--- config.mk ---
export PLATFORM = sky130hd
export DESIGN_NAME = icache_tl_arbiter_flat
export DESIGN_NICKNAME = d
export VERILOG_FILES = /design/src/rtl/icache_tl_arbiter_if.sv /design/src/rtl/icache_tl_arbiter.sv /design/src/flat_wrapper.sv
export SDC_FILE = /design/constraint.sdc
export NUM_CORES = 1
export LEC_CHECK = 0
export CELL_PAD_IN_SITES_DETAIL_PLACEMENT = 0
export CELL_PAD_IN_SITES_GLOBAL_PLACEMENT = 1
export CORE_MARGIN = 3
export CORE_UTILIZATION = 22
export DETAILED_ROUTE_END_ITERATION = 8
export GPL_ROUTABILITY_DRIVEN = 0
export PLACE_DENSITY = 0.8
export REMOVE_ABC_BUFFERS = 1
export SLEW_MARGIN = 10
export SYNTH_ARGS = -nofsm -noshare
export SYNTH_HDL_FRONTEND = slang
export SYNTH_SLANG_ARGS = --single-unit
--- constraint.sdc ---
create_clock -name core_clock_i -period 3.6 [get_ports core_clock_i]
set_input_delay 0.9 -clock core_clock_i [delete_from_list [all_inputs] [get_ports core_clock_i]]
set_output_delay 0.9 -clock core_clock_i [all_outputs]
set_load 0.005 [all_outputs]
--- src/rtl/icache_tl_arbiter_if.sv ---
// Bus bundle for icache_tl_arbiter: two requester ports (A request, D response)
// plus the TileLink-UH A and D channels toward the interconnect.
//   master : arbiter view (accepts requester A, drives TL A, routes TL D back)
//   slave  : environment view (requesters and interconnect)
interface icache_tl_arbiter_if;
    logic        req0_a_valid;
    logic        req0_a_ready;
    logic [2:0]  req0_a_opcode;
    logic [3:0]  req0_a_size;
    logic [31:0] req0_a_address;
    logic        req0_d_valid;
    logic        req0_d_ready;
    logic [31:0] req0_d_data;
    logic        req0_d_denied;
    logic        req0_d_corrupt;
    logic        req0_d_last;

    logic        req1_a_valid;
    logic        req1_a_ready;
    logic [2:0]  req1_a_opcode;
    logic [3:0]  req1_a_size;
    logic [31:0] req1_a_address;
    logic        req1_d_valid;
    logic        req1_d_ready;
    logic [31:0] req1_d_data;
    logic        req1_d_denied;
    logic        req1_d_corrupt;
    logic        req1_d_last;

    logic [2:0]  tl_a_opcode;
    logic [2:0]  tl_a_param;
    logic [3:0]  tl_a_size;
    logic [31:0] tl_a_address;
    logic [3:0]  tl_a_mask;
    logic [31:0] tl_a_data;
    logic        tl_a_corrupt;
    logic        tl_a_valid;
    logic        tl_a_ready;

    logic [2:0]  tl_d_opcode;
    logic [1:0]  tl_d_param;
    logic [3:0]  tl_d_size;
    logic        tl_d_denied;
    logic [31:0] tl_d_data;
    logic        tl_d_corrupt;
    logic        tl_d_valid;
    logic        tl_d_ready;

    modport master (
        input  req0_a_valid, req0_a_opcode, req0_a_size, req0_a_address, req0_d_ready,
        output req0_a_ready, req0_d_valid, req0_d_data, req0_d_denied, req0_d_corrupt, req0_d_last,
        input  req1_a_valid, req1_a_opcode, req1_a_size, req1_a_address, req1_d_ready,
        output req1_a_ready, req1_d_valid, req1_d_data, req1_d_denied, req1_d_corrupt, req1_d_last,
        output tl_a_opcode, tl_a_param, tl_a_size, tl_a_address, tl_a_mask, tl_a_data,
        output tl_a_corrupt, tl_a_valid,
        input  tl_a_ready,
        input  tl_d_opcode, tl_d_param, tl_d_size, tl_d_denied, tl_d_data, tl_d_corrupt, tl_d_valid,
        output tl_d_ready
    );

    modport slave (
        output req0_a_valid, req0_a_opcode, req0_a_size, req0_a_address, req0_d_ready,
        input  req0_a_ready, req0_d_valid, req0_d_data, req0_d_denied, req0_d_corrupt, req0_d_last,
        output req1_a_valid, req1_a_opcode, req1_a_size, req1_a_address, req1_d_ready,
        input  req1_a_ready, req1_d_valid, req1_d_data, req1_d_denied, req1_d_corrupt, req1_d_last,
        input  tl_a_opcode, tl_a_param, tl_a_size, tl_a_address, tl_a_mask, tl_a_data,
        input  tl_a_corrupt, tl_a_valid,
        output tl_a_ready,
        output tl_d_opcode, tl_d_param, tl_d_size, tl_d_denied, tl_d_data, tl_d_corrupt, tl_d_valid,
        input  tl_d_ready
    );
endinterface

--- src/rtl/icache_tl_arbiter.sv ---
// Two-requester arbiter for the instruction-side TileLink-UH master port.
// Requester 0 = demand refill, requester 1 = prefetch / maintenance. One bus
// transaction in flight; multi-beat D responses are routed back to the owner,
// and a flush drains the remaining beats without delivering them.
//
// Ports:
//   core_clock_i   clock, rising edge
//   core_reset_ni  asynchronous active-low reset
//   flush_i        discard the in-flight response
//   busy_o         high whenever not IDLE
//   bus            icache_tl_arbiter_if.master (requester A/D + TL A/D channels)
//
// state    | meaning
// ---------+-------------------------------------------------------------
// S_IDLE   | no transaction; arbitrate and grant one requester
// S_A_SEND | tl_a_valid held with latched fields until tl_a_ready
// S_D_WAIT | route D beats to owner (or drop if discarding) until last beat
module icache_tl_arbiter #(
    parameter int STARVE_LIMIT = 4,
    parameter int MAX_SIZE     = 6
) (
    input  logic                core_clock_i,
    input  logic                core_reset_ni,
    input  logic                flush_i,
    output logic                busy_o,
    icache_tl_arbiter_if.master bus
);

    localparam int BW = MAX_SIZE - 2;
    localparam int SW = $clog2(STARVE_LIMIT + 1);

    localparam logic [1:0] S_IDLE   = 2'd0;
    localparam logic [1:0] S_A_SEND = 2'd1;
    localparam logic [1:0] S_D_WAIT = 2'd2;

    logic [1:0]    state_q,   state_d;
    logic          discard_q, discard_d;
    logic [SW-1:0] starve_q,  starve_d;
    logic [BW-1:0] beat_q,    beat_d;
    logic          owner_q,   owner_d;
    logic [2:0]    opcode_q,  opcode_d;
    logic [3:0]    size_q,    size_d;
    logic [31:0]   addr_q,    addr_d;

    logic          in_idle, in_asend, in_dwait;
    logic          grant0, grant1;
    logic [3:0]    sel_size;
    logic [BW-1:0] beat_init;
    logic          owner_vld, owner_rdy, d_acc;
    logic          unused_d;

    assign in_idle  = (state_q == S_IDLE);
    assign in_asend = (state_q == S_A_SEND);
    assign in_dwait = (state_q == S_D_WAIT);

    // req1 wins when alone, or when req0 has already been favoured STARVE_LIMIT times in a row.
    assign grant1 = bus.req1_a_valid & (~bus.req0_a_valid | (starve_q == SW'(STARVE_LIMIT)));
    assign grant0 = bus.req0_a_valid & ~grant1;

    assign bus.req0_a_ready = in_idle & grant0;
    assign bus.req1_a_ready = in_idle & grant1;

    assign sel_size  = grant1 ? bus.req1_a_size : bus.req0_a_size;
    // beats - 1, where a sub-word or single-word transfer is one beat of 4 bytes
    assign beat_init = (sel_size <= 4'd2) ? '0 : BW'((32'd1 << (sel_size - 4'd2)) - 32'd1);

    assign bus.tl_a_valid   = in_asend;
    assign bus.tl_a_opcode  = opcode_q;
    assign bus.tl_a_size    = size_q;
    assign bus.tl_a_address = addr_q;
    assign bus.tl_a_param   = 3'd0;
    assign bus.tl_a_mask    = in_asend ? 4'hF : 4'h0;
    assign bus.tl_a_data    = 32'd0;
    assign bus.tl_a_corrupt = 1'b0;

    assign owner_vld = in_dwait & bus.tl_d_valid & ~discard_q;
    assign owner_rdy = owner_q ? bus.req1_d_ready : bus.req0_d_ready;
    assign bus.tl_d_ready = in_dwait & (discard_q | owner_rdy);
    assign d_acc = bus.tl_d_valid & bus.tl_d_ready;

    assign bus.req0_d_valid   = owner_vld & ~owner_q;
    assign bus.req1_d_valid   = owner_vld & owner_q;
    // Payload is shared; only d_valid distinguishes the owner. Gated to zero outside D_WAIT.
    assign bus.req0_d_data    = in_dwait ? bus.tl_d_data : 32'd0;
    assign bus.req1_d_data    = in_dwait ? bus.tl_d_data : 32'd0;
    assign bus.req0_d_denied  = in_dwait & bus.tl_d_denied;
    assign bus.req1_d_denied  = in_dwait & bus.tl_d_denied;
    assign bus.req0_d_corrupt = in_dwait & bus.tl_d_corrupt;
    assign bus.req1_d_corrupt = in_dwait & bus.tl_d_corrupt;
    assign bus.req0_d_last    = in_dwait & (beat_q == '0);
    assign bus.req1_d_last    = in_dwait & (beat_q == '0);

    assign busy_o = ~in_idle;

    assign unused_d = ^{bus.tl_d_opcode, bus.tl_d_param, bus.tl_d_size};

    always_comb begin
        state_d   = state_q;
        discard_d = discard_q;
        starve_d  = starve_q;
        beat_d    = beat_q;
        owner_d   = owner_q;
        opcode_d  = opcode_q;
        size_d    = size_q;
        addr_d    = addr_q;
        case (state_q)
            S_IDLE: begin
                if (grant0 | grant1) begin
                    state_d  = S_A_SEND;
                    owner_d  = grant1;
                    opcode_d = grant1 ? bus.req1_a_opcode  : bus.req0_a_opcode;
                    addr_d   = grant1 ? bus.req1_a_address : bus.req0_a_address;
                    size_d   = sel_size;
                    beat_d   = beat_init;
                    if (grant0 & bus.req1_a_valid)
                        starve_d = (starve_q == SW'(STARVE_LIMIT)) ? starve_q : starve_q + SW'(1);
                    else
                        starve_d = '0;
                end
            end
            S_A_SEND: begin
                if (flush_i)
                    discard_d = 1'b1;
                if (bus.tl_a_ready)
                    state_d = S_D_WAIT;
            end
            S_D_WAIT: begin
                if (flush_i)
                    discard_d = 1'b1;
                if (d_acc) begin
                    if (beat_q == '0) begin
                        // Final beat ends the transaction even if a flush arrives with it.
                        state_d   = S_IDLE;
                        discard_d = 1'b0;
                    end else begin
                        beat_d = beat_q - BW'(1);
                    end
                end
            end
            default: state_d = S_IDLE;
        endcase
    end

    always_ff @(posedge core_clock_i or negedge core_reset_ni) begin
        if (!core_reset_ni) begin
            state_q   <= S_IDLE;
            discard_q <= 1'b0;
            starve_q  <= '0;
            beat_q    <= '0;
            owner_q   <= 1'b0;
            opcode_q  <= 3'd0;
            size_q    <= 4'd0;
            addr_q    <= 32'd0;
        end else begin
            state_q   <= state_d;
            discard_q <= discard_d;
            starve_q  <= starve_d;
            beat_q    <= beat_d;
            owner_q   <= owner_d;
            opcode_q  <= opcode_d;
            size_q    <= size_d;
            addr_q    <= addr_d;
        end
    end

endmodule

--- src/flat_wrapper.sv ---
// flat-port wrapper written by rule: the top's interface ports become plain ports
module icache_tl_arbiter_flat 
#(
    parameter int STARVE_LIMIT = 4,
    parameter int MAX_SIZE     = 6
)
  (core_clock_i, core_reset_ni, flush_i, busy_o, bus_req0_a_valid, bus_req0_a_opcode, bus_req0_a_size, bus_req0_a_address, bus_req0_d_ready, bus_req0_a_ready, bus_req0_d_valid, bus_req0_d_data, bus_req0_d_denied, bus_req0_d_corrupt, bus_req0_d_last, bus_req1_a_valid, bus_req1_a_opcode, bus_req1_a_size, bus_req1_a_address, bus_req1_d_ready, bus_req1_a_ready, bus_req1_d_valid, bus_req1_d_data, bus_req1_d_denied, bus_req1_d_corrupt, bus_req1_d_last, bus_tl_a_opcode, bus_tl_a_param, bus_tl_a_size, bus_tl_a_address, bus_tl_a_mask, bus_tl_a_data, bus_tl_a_corrupt, bus_tl_a_valid, bus_tl_a_ready, bus_tl_d_opcode, bus_tl_d_param, bus_tl_d_size, bus_tl_d_denied, bus_tl_d_data, bus_tl_d_corrupt, bus_tl_d_valid, bus_tl_d_ready);
  icache_tl_arbiter_if bus_i ();
  input  logic core_clock_i;
  input  logic core_reset_ni;
  input  logic flush_i;
  output logic busy_o;
  input wire logic [$bits(bus_i.req0_a_valid)-1:0] bus_req0_a_valid;
  input wire logic [$bits(bus_i.req0_a_opcode)-1:0] bus_req0_a_opcode;
  input wire logic [$bits(bus_i.req0_a_size)-1:0] bus_req0_a_size;
  input wire logic [$bits(bus_i.req0_a_address)-1:0] bus_req0_a_address;
  input wire logic [$bits(bus_i.req0_d_ready)-1:0] bus_req0_d_ready;
  output wire logic [$bits(bus_i.req0_a_ready)-1:0] bus_req0_a_ready;
  output wire logic [$bits(bus_i.req0_d_valid)-1:0] bus_req0_d_valid;
  output wire logic [$bits(bus_i.req0_d_data)-1:0] bus_req0_d_data;
  output wire logic [$bits(bus_i.req0_d_denied)-1:0] bus_req0_d_denied;
  output wire logic [$bits(bus_i.req0_d_corrupt)-1:0] bus_req0_d_corrupt;
  output wire logic [$bits(bus_i.req0_d_last)-1:0] bus_req0_d_last;
  input wire logic [$bits(bus_i.req1_a_valid)-1:0] bus_req1_a_valid;
  input wire logic [$bits(bus_i.req1_a_opcode)-1:0] bus_req1_a_opcode;
  input wire logic [$bits(bus_i.req1_a_size)-1:0] bus_req1_a_size;
  input wire logic [$bits(bus_i.req1_a_address)-1:0] bus_req1_a_address;
  input wire logic [$bits(bus_i.req1_d_ready)-1:0] bus_req1_d_ready;
  output wire logic [$bits(bus_i.req1_a_ready)-1:0] bus_req1_a_ready;
  output wire logic [$bits(bus_i.req1_d_valid)-1:0] bus_req1_d_valid;
  output wire logic [$bits(bus_i.req1_d_data)-1:0] bus_req1_d_data;
  output wire logic [$bits(bus_i.req1_d_denied)-1:0] bus_req1_d_denied;
  output wire logic [$bits(bus_i.req1_d_corrupt)-1:0] bus_req1_d_corrupt;
  output wire logic [$bits(bus_i.req1_d_last)-1:0] bus_req1_d_last;
  output wire logic [$bits(bus_i.tl_a_opcode)-1:0] bus_tl_a_opcode;
  output wire logic [$bits(bus_i.tl_a_param)-1:0] bus_tl_a_param;
  output wire logic [$bits(bus_i.tl_a_size)-1:0] bus_tl_a_size;
  output wire logic [$bits(bus_i.tl_a_address)-1:0] bus_tl_a_address;
  output wire logic [$bits(bus_i.tl_a_mask)-1:0] bus_tl_a_mask;
  output wire logic [$bits(bus_i.tl_a_data)-1:0] bus_tl_a_data;
  output wire logic [$bits(bus_i.tl_a_corrupt)-1:0] bus_tl_a_corrupt;
  output wire logic [$bits(bus_i.tl_a_valid)-1:0] bus_tl_a_valid;
  input wire logic [$bits(bus_i.tl_a_ready)-1:0] bus_tl_a_ready;
  input wire logic [$bits(bus_i.tl_d_opcode)-1:0] bus_tl_d_opcode;
  input wire logic [$bits(bus_i.tl_d_param)-1:0] bus_tl_d_param;
  input wire logic [$bits(bus_i.tl_d_size)-1:0] bus_tl_d_size;
  input wire logic [$bits(bus_i.tl_d_denied)-1:0] bus_tl_d_denied;
  input wire logic [$bits(bus_i.tl_d_data)-1:0] bus_tl_d_data;
  input wire logic [$bits(bus_i.tl_d_corrupt)-1:0] bus_tl_d_corrupt;
  input wire logic [$bits(bus_i.tl_d_valid)-1:0] bus_tl_d_valid;
  output wire logic [$bits(bus_i.tl_d_ready)-1:0] bus_tl_d_ready;
  assign bus_i.req0_a_valid = bus_req0_a_valid;
  assign bus_i.req0_a_opcode = bus_req0_a_opcode;
  assign bus_i.req0_a_size = bus_req0_a_size;
  assign bus_i.req0_a_address = bus_req0_a_address;
  assign bus_i.req0_d_ready = bus_req0_d_ready;
  assign bus_req0_a_ready = bus_i.req0_a_ready;
  assign bus_req0_d_valid = bus_i.req0_d_valid;
  assign bus_req0_d_data = bus_i.req0_d_data;
  assign bus_req0_d_denied = bus_i.req0_d_denied;
  assign bus_req0_d_corrupt = bus_i.req0_d_corrupt;
  assign bus_req0_d_last = bus_i.req0_d_last;
  assign bus_i.req1_a_valid = bus_req1_a_valid;
  assign bus_i.req1_a_opcode = bus_req1_a_opcode;
  assign bus_i.req1_a_size = bus_req1_a_size;
  assign bus_i.req1_a_address = bus_req1_a_address;
  assign bus_i.req1_d_ready = bus_req1_d_ready;
  assign bus_req1_a_ready = bus_i.req1_a_ready;
  assign bus_req1_d_valid = bus_i.req1_d_valid;
  assign bus_req1_d_data = bus_i.req1_d_data;
  assign bus_req1_d_denied = bus_i.req1_d_denied;
  assign bus_req1_d_corrupt = bus_i.req1_d_corrupt;
  assign bus_req1_d_last = bus_i.req1_d_last;
  assign bus_tl_a_opcode = bus_i.tl_a_opcode;
  assign bus_tl_a_param = bus_i.tl_a_param;
  assign bus_tl_a_size = bus_i.tl_a_size;
  assign bus_tl_a_address = bus_i.tl_a_address;
  assign bus_tl_a_mask = bus_i.tl_a_mask;
  assign bus_tl_a_data = bus_i.tl_a_data;
  assign bus_tl_a_corrupt = bus_i.tl_a_corrupt;
  assign bus_tl_a_valid = bus_i.tl_a_valid;
  assign bus_i.tl_a_ready = bus_tl_a_ready;
  assign bus_i.tl_d_opcode = bus_tl_d_opcode;
  assign bus_i.tl_d_param = bus_tl_d_param;
  assign bus_i.tl_d_size = bus_tl_d_size;
  assign bus_i.tl_d_denied = bus_tl_d_denied;
  assign bus_i.tl_d_data = bus_tl_d_data;
  assign bus_i.tl_d_corrupt = bus_tl_d_corrupt;
  assign bus_i.tl_d_valid = bus_tl_d_valid;
  assign bus_tl_d_ready = bus_i.tl_d_ready;
  icache_tl_arbiter #(.STARVE_LIMIT(STARVE_LIMIT), .MAX_SIZE(MAX_SIZE)) u_core (.core_clock_i(core_clock_i), .core_reset_ni(core_reset_ni), .flush_i(flush_i), .busy_o(busy_o), .bus(bus_i));
endmodule
==> impl_metrics.tcl, run 1 <==
set metrics [dict create \
    status "complete, no violations" \
    drt_wl_total_um 11600 \
    yosysWarnings 0 \
    cts_hold_buf 0 \
    antenna_left 0 \
    clkPwrFrac 0.164 \
    max_slew_margin 0.478 \
    cts-root-buf "clkbuf_16" \
    path_buf_inv 2 \
    seq_area_frac_synth 0.360 \
    cap_violations 0 \
    fillers 1529 \
    final-max-slew-violation-count 0 \
    synth_top_cell_by_area "dfrtp_1" \
    crit_top_cell "clkdlybuf4s50_1" \
    synth_cells 392 \
    worst-setup-path-type "in2out" \
    power_switching_w 0.00115 \
    grt_pass1_wl_um 18300 \
    die_h_um 132 \
    cp-start-kind "input port" \
    end_kind "output pin" \
    cts_tree "built" \
    drt_pre_antenna_iters 4 \
    antenna_found_initial 0 \
    avgSynthCellArea_um2 8.88 \
    yosysUniqueCellTypes 47 \
    worstPathRequired_ns 2.70 \
    dp_hpwl_um 9910 \
    io_buffers 240 \
    ios 286 \
    final_common_cell "clkdlybuf4s50_1" \
    critical-path-max-stage-delay_ns 0.57 \
    die_area_um2 17400 \
    comb_power_share 0.546 \
    worst_pin_slew_ns 0.784 \
    critPathSlowestCell "clkdlybuf4s50_1" \
    hold_violations 0 \
    worstPathArrival_ns 2.41 \
    grt_start_max_net_pins 54 \
    initial_utilization 0.227 \
    synthArstFlopShare 1.00 \
    cpLargestDelayFamily "buffers and inverters" \
    crit_path_cell_trace "clkdlybuf4s50_1 > nand2_1 > nor3b_1 > clkdlybuf4s50_1" \
    final_cell_mix "clkdlybuf4s50_1 (239), dfrtp_1 (50), nand2_1 (49)" \
    first_global_vias 3471 \
    synth_edf_count 0 \
    postCtsSetupBuffers 0 \
    design_area_um2 5870 \
    synthFlopType "dfrtp_1" \
    coreArea_um2 15300 \
    cts_resized 0 \
    final.period_utilization 0.920 \
    drc 0 \
    ys_seq_elements 50 \
    syn_area_um2 3480 \
    finalClockSkew_ns 0.00397 \
    htreeDepth 2 \
    initialDrtViolationCount 65 \
    vias 3305 \
    die_x_um 132 \
    rows 45 \
    period_minus_slack_ns 3.31 \
    finalSetupTns_ns 0 \
    synth.area.top_cells "dfrtp_1 (36%), buf_4 (16%), mux2i_1 (12%)" \
    clk_latency_ns 0.29 \
    hold_ws_ns 0.479 \
    cts_buffers 5 \
    gr-total-overflow 0 \
    switching_share 0.337 \
    setup_violations 0 \
    grt_setup_unrepaired "false" \
    path_clk_slew_ns 0.07 \
    peakVddDrop_mv 0.260 \
    intPower_w 0.00226 \
    cts_sinks 50 \
    syn_to_final_growth_pct 68.7 \
    vias_per_cell 4.13 \
    postLayoutCoreUtil 0.383 \
    nets 727 \
    hold_path.class "reg2reg" \
    cts_buffer_depth 2 \
    drive_above_1_share 0.0458 \
    sequentialPowerShare 0.290 \
    placed_cell_area_um2 5700 \
    grt_use_total 0.130 \
    leakagePower_nw 2.58 \
    max_freq_ghz 0.302 \
    synth_top_area_share 0.360 \
    p_per_area_nw_per_um2 580 \
    critPathMaxFanout 4 \
    wire_per_inst_um 14.4 \
    diodes 0 \
]
-- sequential cells by signal (all words and copies together), names as in the netlist --
register	flops
u_core.bus.tl_a_opcode	3
u_core.state_q	2
u_core.beat_q	4
u_core.starve_q	3
u_core.bus.tl_a_address	32
u_core.discard_q	1
u_core.owner_q	1
u_core.bus.tl_a_size	4
-- metrics by stage --
stage                     power [W]  setup WS, ns  cells
after global placement      0.00285         0.160    793
after global routing        0.00368         0.190    800
final                       0.00341         0.286    800
after floorplan             0.00170        -0.600    333
after CTS                   0.00347         0.277    800
after detailed placement    0.00289        0.0545    793
-- routing by layer --
| metal | vias to the layer above | GRT usage | wire length, µm |
|---|---|---|---|
| met5 | - | 0 | 0 |
| met4 | 0 | 0.0373 | 197 |
| met3 | 16 | 0.0450 | 1060 |
| met2 | 191 | 0.258 | 6370 |
| met1 | 1501 | 0.125 | 3930 |
| li1 | 1597 | - | - |
-- cells in the mapped netlist, drive strengths merged (2+ instances only) --
master	count
clkbuf	14
inv	11
a32o	2
a21o	2
nand2	50
a211oi	3
o31ai	2
buf	80
nor2	9
a21oi	8
nor3	3
ha	8
and3	2
o21ai	47
nand3b	2
and2	36
mux2i	40
nand3	2
or3b	2
dfrtp	50
-- power groups by stage --
stage	clock [W]	sequential [W]	combinational, W
floorplan	0	0.000996	0.000705
global placement	0	0.000984	0.00186
detailed placement	0	0.000998	0.00189
CTS	0.000582	0.000993	0.00190
global route	0.000599	0.00102	0.00205
finish	0.000557	0.000989	0.00186
-- worst register-to-register path, stage by stage, from the launching register on --
cell	delay (ns)
dfrtp_1	0.36
inv_1	0.06
ha_1	0.23
a21bo_2	0.23
nand2_2	0.17
mux2i_1	0.26
ha_1	0.18
inv_1	0.05
a21oi_1	0.17
o21a_1	0.22
o21ai_0	0.12
ha_1	0.30
o22ai_1	0.07
mux2_2	0.26
-- layout make-up --
type | count | area [µm²] | share of cell area
well taps | 211 | 264 | 0.0450
inverters | 11 | 41.3 | 0.00703
clock inverters | 1 | 30.0 | 0.00512
flip-flops and latches | 50 | 1250 | 0.213
repair buffers | 249 | 2460 | 0.420
clock buffers | 6 | 139 | 0.0237
multi-input cells | 272 | 1680 | 0.286
-- logic make-up after synthesis --
logic type	after synthesis	synth area share
DFF	50	0.360
muxes	41	0.118
buffers and inverters	105	0.199
other	1	0.00108
and+or+nand+nor	111	0.160
adders and majority gates	8	0.0288
AOI/OAI and AO/OA	75	0.131
xor gates and xnor gates	1	0.00252
-- path summary, 6_finish.rpt --
kind,startpoint,endpoint,slack (ns),depth (start not counted)
setup / recovery,bus_tl_d_valid,bus_req1_d_valid,0.29,4
hold / removal,u_core.bus.tl_a_address[24],u_core.bus.tl_a_address[24],0.48,2
setup reg to reg,u_core.starve_q[0],u_core.beat_q[1],0.81,13
hold reg to reg,u_core.bus.tl_a_address[24],u_core.bus.tl_a_address[24],0.48,2
max in group asynchronous,core_reset_ni,u_core.starve_q[2],2.16,2
min in group asynchronous,core_reset_ni,u_core.bus.tl_a_address[7],0.68,1
Power figures use the tool's default switching activity.
==> run 2: changes to the inputs <==
CAP_MARGIN = 20   (was default)
==> results of run 2 <==
No change in the layout: final DEF, timing and power equal those of run 1.
==> run 3: changes to the inputs <==
TNS_END_PERCENT = 50   (was default)
==> results of run 3 <==
No change in the layout: final DEF, timing and power equal those of run 1.
